<file path="src/rtl/fetch_hazard_ctrl.sv">
// Fetch-side hazard controller: redirect squash, load-use stall,
// imem wait tracking with sticky timeout, saturating stall counter.
module fetch_hazard_ctrl #(
  parameter int FLUSH_CYCLES = 1,
  parameter int WAIT_TIMEOUT = 255
) (
  input  logic        clk,
  input  logic        rst,
  input  logic        imem_ready,
  input  logic        branch_taken,
  input  logic        ex_memread,
  input  logic [4:0]  ex_rt,
  input  logic [4:0]  id_rs,
  input  logic [4:0]  id_rt,
  output logic        imem_req,
  output logic        pc_en,
  output logic        pc_sel,
  output logic        ifid_en,
  output logic        ifid_flush,
  output logic        idex_flush,
  output logic        timeout_err,
  output logic [15:0] stall_count
);

  typedef enum logic [1:0] {
    S_RUN   = 2'd0,
    S_WAIT  = 2'd1,
    S_FLUSH = 2'd2,
    S_ERR   = 2'd3
  } state_t;

  localparam logic [3:0]  FL_LOAD = 4'(FLUSH_CYCLES - 1);
  localparam logic [16:0] WT_LIM  = 17'(WAIT_TIMEOUT);

  state_t      r_state;
  logic [3:0]  r_flush_cnt;
  logic [15:0] r_wait_cnt;
  logic [15:0] r_stall_cnt;

  state_t      w_state_nxt;
  logic [3:0]  w_flush_nxt;
  logic [15:0] w_wait_nxt;
  logic        w_lu;
  logic [16:0] w_wait_inc;

  assign w_lu = ex_memread && (ex_rt != 5'd0) &&
                ((ex_rt == id_rs) || (ex_rt == id_rt));
  assign w_wait_inc = {1'b0, r_wait_cnt} + 17'd1;

  always_ff @(posedge clk) begin
    if (rst) begin
      r_state     <= S_RUN;
      r_flush_cnt <= 4'd0;
      r_wait_cnt  <= 16'd0;
    end else begin
      r_state     <= w_state_nxt;
      r_flush_cnt <= w_flush_nxt;
      r_wait_cnt  <= w_wait_nxt;
    end
  end

  always_comb begin
    w_state_nxt = r_state;
    w_flush_nxt = r_flush_cnt;
    w_wait_nxt  = r_wait_cnt;
    if (branch_taken && r_state != S_ERR) begin
      w_wait_nxt = 16'd0;
      if (FLUSH_CYCLES == 1) begin
        w_state_nxt = S_RUN;
        w_flush_nxt = 4'd0;
      end else begin
        w_state_nxt = S_FLUSH;
        w_flush_nxt = FL_LOAD;
      end
    end else begin
      unique case (r_state)
        S_RUN: begin
          if (!w_lu && !imem_ready) begin
            w_state_nxt = S_WAIT;
            w_wait_nxt  = 16'd1;
          end
        end
        S_WAIT: begin
          if (imem_ready) begin
            w_state_nxt = S_RUN;
            w_wait_nxt  = 16'd0;
          end else begin
            w_wait_nxt = w_wait_inc[15:0];
            if (w_wait_inc >= WT_LIM)
              w_state_nxt = S_ERR;
          end
        end
        S_FLUSH: begin
          w_flush_nxt = r_flush_cnt - 4'd1;
          if (r_flush_cnt <= 4'd1) begin
            w_state_nxt = S_RUN;
            w_flush_nxt = 4'd0;
          end
        end
        S_ERR: begin
          w_state_nxt = S_ERR;
        end
      endcase
    end
  end

  always_comb begin
    imem_req   = 1'b0;
    pc_en      = 1'b0;
    pc_sel     = 1'b0;
    ifid_en    = 1'b0;
    ifid_flush = 1'b0;
    idex_flush = 1'b0;
    if (rst || r_state == S_ERR) begin
      ifid_flush = 1'b1;
      idex_flush = 1'b1;
    end else if (branch_taken) begin
      imem_req   = 1'b1;
      pc_en      = 1'b1;
      pc_sel     = 1'b1;
      ifid_en    = 1'b1;
      ifid_flush = 1'b1;
      idex_flush = 1'b1;
    end else begin
      imem_req = 1'b1;
      unique case (r_state)
        S_RUN: begin
          if (w_lu) begin
            idex_flush = 1'b1;
          end else if (!imem_ready) begin
            ifid_flush = 1'b1;
          end else begin
            pc_en   = 1'b1;
            ifid_en = 1'b1;
          end
        end
        S_WAIT: begin
          pc_en      = imem_ready;
          ifid_en    = imem_ready;
          ifid_flush = !imem_ready;
        end
        S_FLUSH: begin
          pc_en      = imem_ready;
          ifid_en    = 1'b1;
          ifid_flush = 1'b1;
        end
        S_ERR: begin
          imem_req = 1'b0;
        end
      endcase
    end
  end

  assign timeout_err = (r_state == S_ERR);

  always_ff @(posedge clk) begin
    if (rst)
      r_stall_cnt <= 16'd0;
    else if (!pc_en && r_state != S_ERR && r_stall_cnt != 16'hFFFF)
      r_stall_cnt <= r_stall_cnt + 16'd1;
  end

  assign stall_count = r_stall_cnt;

endmodule

</file>
<file path="config.mk">
export PLATFORM = sky130hd
export DESIGN_NAME = fetch_hazard_ctrl
export DESIGN_NICKNAME = d
export VERILOG_FILES = /design/src/rtl/fetch_hazard_ctrl.sv
export SDC_FILE = /design/constraint.sdc
export NUM_CORES = 1
export LEC_CHECK = 0
export ABC_AREA = 1
export BUFFER_PORTS_ARGS = -buffer_cell sky130_fd_sc_hd__buf_4
export CAP_MARGIN = 20
export CORE_ASPECT_RATIO = 0.9
export CORE_UTILIZATION = 35
export DETAILED_ROUTE_END_ITERATION = 16
export HOLD_SLACK_MARGIN = 0.15
export PLACE_DENSITY_LB_ADDON = 0.1
export SLEW_MARGIN = 20
export SYNTH_ARGS = -nofsm -noshare
export SYNTH_HDL_FRONTEND = slang
export SYNTH_SLANG_ARGS = --single-unit
</file>
<file path="constraint.sdc">
create_clock -name clk -period 2.3 [get_ports clk]
set_input_delay 0.46 -clock clk [delete_from_list [all_inputs] [get_ports clk]]
set_output_delay 0.46 -clock clk [all_outputs]
set_load 0.01 [all_outputs]
</file>
# After elaboration in Yosys (flattened, before gate mapping)
# Cells that the tools add are included.
# totals
register_bits	38
elab_cells	68
output_inout_bits	23
# classes
n_mux	31
eq_ne	10
n_reduce_logical	18
addsub	3
order_cmp	2
# op_table
op	count
2-to-1 mux 16 bit	2
case mux 16 bit (2 select lines)	1
2-to-1 mux 1 bit	19
adder 16 x 1 -> 17 bit, second input constant	1
greater-or-equal comparator 17 x 8 -> 1 bit, second input constant	1
adder 16 x 1 -> 16 bit, second input constant	1
inequality test 16 bit, second input constant	1
== test 5 bit	2
2-to-1 mux 2 bit	4
case mux 2 bit (4 select lines)	1
logical AND 1 bit	6
inequality test 2 bit, second input constant	3
case mux 1 bit (3 select lines)	2
nonzero test 5 bit	1
== test 2 bit, second input constant	2
less-or-equal comparator 4 x 1 -> 1 bit, second input constant	1
2-to-1 mux 4 bit	1
OR reduction 2 bit	2
subtractor 4 x 1 -> 4 bit, second input constant	1
zero test 1 bit	3
inequality test 3 bit, second input constant	1
AND reduction 3 bit	1
== test 2 x 1 -> 1 bit, second input constant	1
zero test 2 bit	1
4 further kinds	5

# Logic depth before layout (Yosys ltp)
# logic_depth
word_depth	10
mapped_depth	14
mapped_depth_nobuf	14

# Worst setup path before layout
# No wires, ideal clock.
# synth_timing
kind	input to output
start	input port rst
end	output port pc_en
arrival_ps	1391
path_slack_ps	449
cell_stages	5
required_time_ps	1840
cell_sequence	clkbuf_1 -> nor2_1 -> nand2_2 -> buf_2 -> inv_1
# synth_between
elab_chain_cells	2
# synth_lines
item	line_no	rtl
start, declared	8	input logic rst,
logical OR 1 bit	114	if (rst || r_state == S_ERR) begin
2-to-1 mux 1 bit	114	
end, declared	16	output logic pc_en,
# Every way passes these cells.

# Worst setup path in the final report
# layout_timing
start	register r_state[0]
end	output port ifid_en
# layout_between
elab_chain_cells	4
word_cells_on_any_way	8
# layout_lines
item	line_no	rtl
start, declared	35	state_t r_state;
start signal, assigned	56	r_state <= w_state_nxt;
== test 2 bit (tied with other cells)	126	unique case (r_state)
case mux 1 bit (3 select lines)	126	
2-to-1 mux 1 bit	117	end else if (branch_taken) begin
2-to-1 mux 1 bit *	114	
end, declared	18	output logic ifid_en,
# Every way passes the cells marked *; elsewhere a longest branch is shown, timed or not.

==> qor.yml <==
layout:
  diodes: 0
  stdcell_area_sq_um: 3210
  mostFrequentLayoutCells: "115 x nand2_1, 58 x nor2_1, 51 x buf_4"
  final_nets: 499
  area_delta_synth_final_pct: 21.0
  post-route-util_pct: 44.7
  final_common_cell: "nand2_1"
  stdcell_count: 563
  drive_above_1_share_pct: 15.1
grt:
  grt_pass1_vias: 2496
  antenna_found_initial: 0
  grt_max_degree: 33
  grt_pass1_wl_mm: 11.4
  globalRouteOverflowTotal: 0
  track_usage_pct: 17.7
drt:
  firstDrtPassIters: 4
  ant_nets: 0
  drc_errors: 0
  vias: 2733
  wire_per_inst_um: 11.7
  via_per_inst: 4.85
  drt_iter0_markers: 144
  drt_wl_total_mm: 6.58
setup_path:
  slowest_delay_ps: 330
  path_cells: "ha_1 -> nor2_1 -> inv_1 -> a31oi_1 -> buf_4"
  worstSetupStartpointType: "register"
  cp.required_ps: 1840
  crit_type: "register to output port"
  end_kind: "output port"
  cp.arrival_ps: 1640
  cpMaxStageDelayCell: "dfxtp_1"
  critPathMaxFanout: 5
power_and_ir_drop:
  p_switching_uw: 428
  seqPwrFrac_pct: 48.3
  combPwrFrac_pct: 19.4
  p_sw_share_pct: 29.1
  ir_drop_v: 0.000245
  p_int_mw: 1.04
  pwr-share-clk_pct: 32.3
  powerDensity_nw_per_um2: 458
  p_leak_nw: 1.40
  total_power_mw: 1.47
placement:
  placed_cell_area_sq_um: 3120
  dpl.hpwl_mm: 5.01
  placed_cells_incl_taps: 555
  io_buffer_count: 42
  place_ws_ps: 155
  gp_congestion: 0.845
clock_network:
  cts_tree: "yes"
  clockBufferDepth: 2
  cts_htree_levels: 2
  cts.sinks: 38
  clk_latency_ps: 280
  clockRootBuffer: "clkbuf_8"
  cts_made_buffers: 5
  cts.reportedPaths.clkPinSlew_ps: 70
  post_cts_buffers: 0
timing:
  fin_crit_sh_pct: 91.5
  hold_violations: 0
  holdWs_ps: 484
  skew_ps: 8.35
  setup_viol: 0
  rsz0062_at_grt: "false"
  period_needed_ps: 2100
  slew-limit-headroom_pct: 72.1
  slew_viol_final: 0
  max_freq_mhz: 475
  fin_tns_setup_ps: 0
  fin_ws_ps: 195
  worst_pin_slew_ps: 415
yosys:
  synth_area_sq_um: 2660
  syn_area_per_cell_sq_um: 6.29
  syn_inst: 422
  yosys_warnings: 0
  synth_top_cell_area_share_pct: 28.7
  yosys-top-cells-area: "dfxtp_1 29%, nand2_1 16%, nor2_1 8.2%, a21oi_1 5.7%, inv_1 5.5%"
  synth_cell_type_count: 30
  yosysSeqAreaShare_pct: 28.7
  ys_ff_latch: 38
  yosysTopAreaCell: "dfxtp_1"
  synth_nets: 452
status:
  status: "finished clean"
die:
  fp-row-count: 29
  start_util_pct: 37.0
  die_w_um: 93.8
  die_area_sq_um: 7940
  ioPinCount: 43
  die_h_um: 84.6
  core-area_sq_um: 7180
worst_hold_path:
  min-delay-path-class: "primary input to register"
job:
  max-cap-violations: 0
-- worst max-delay path: cells and delay by family, from the launching register on --
family	cells	cell delay [ps]
compound gates	1	210
fa+ha+maj	1	240
buf+inv	2	260
flops	1	330
simple gates	1	310
-- cell usage after synthesis, drive strengths merged --
cell type / instances
ha: 10
o211ai: 1
nor3: 6
o21a: 1
clkbuf: 8
o21ai: 22
or2: 1
clkinv: 2
nand2: 117
nand3b: 2
nor4: 3
a31oi: 3
nand4: 21
o211a: 2
dfxtp: 38
inv: 43
o21bai: 3
xnor2: 10
buf: 4
xor2: 12
nand3: 24
nor2: 59
a21oi: 30
-- timing repair --
| action | in CTS | in global routing |
|---|---|---|
| resized for setup | 0 | 1 |
| hold endpoints to repair | 0 | 0 |
| endpoints found under the setup margin | 0 | 2 |
| hold buffers | 0 | 0 |
-- registers in the layout (all words and copies together), names as in the netlist --
signal and cells:
r_flush_cnt 4, stall_count 16, r_state 2, r_wait_cnt 16
-- power groups by stage --
stage	combinational, mW	sequential, mW	clock (mW)
floorplan	0.180	0.722	0
global placement	0.283	0.727	0
detailed placement	0.285	0.726	0
CTS	0.287	0.710	0.499
global route	0.326	0.715	0.533
finish	0.285	0.710	0.476
-- cells by family after synthesis --
| kind of cell | after synthesis | synth area share (%) |
|---|---|---|
| fa+ha+maj | 10 | 4.71 |
| flops | 38 | 28.7 |
| buf+inv | 57 | 8.48 |
| xor+xnor | 22 | 7.26 |
| compound gates | 62 | 12.7 |
| simple gates | 233 | 38.2 |
-- layout make-up --
type / instances / area [sq um]
repair buffers: 52 / 403
clock buffers: 7 / 86.3
well taps: 93 / 116
fillers: 815 / 3970
clock inverters: 1 / 5.00
multi-input cells: 327 / 1670
flip-flops and latches: 38 / 761
inverters: 45 / 169
-- path summary, 6_finish.rpt --
| path | from | to | slack (ps) | depth (start not counted) |
|---|---|---|---|---|
| worst min register to register | stall_count[1] | stall_count[1] | 520 | 2 |
| worst min-delay path | rst | stall_count[2] | 480 | 2 |
| worst max register to register | r_wait_cnt[1] | r_state[1] | 280 | 14 |
| worst max-delay path | r_state[0] | ifid_en | 200 | 5 |
-- routing by layer --
metal / global-route usage, % / wire length (um)
met1: 26.9 / 3450
met2: 25.9 / 2780
met3: 3.53 / 316
met4: 3.08 / 29
met5: 0 / 0
Note: power is estimated with default switching activity, not from simulation.
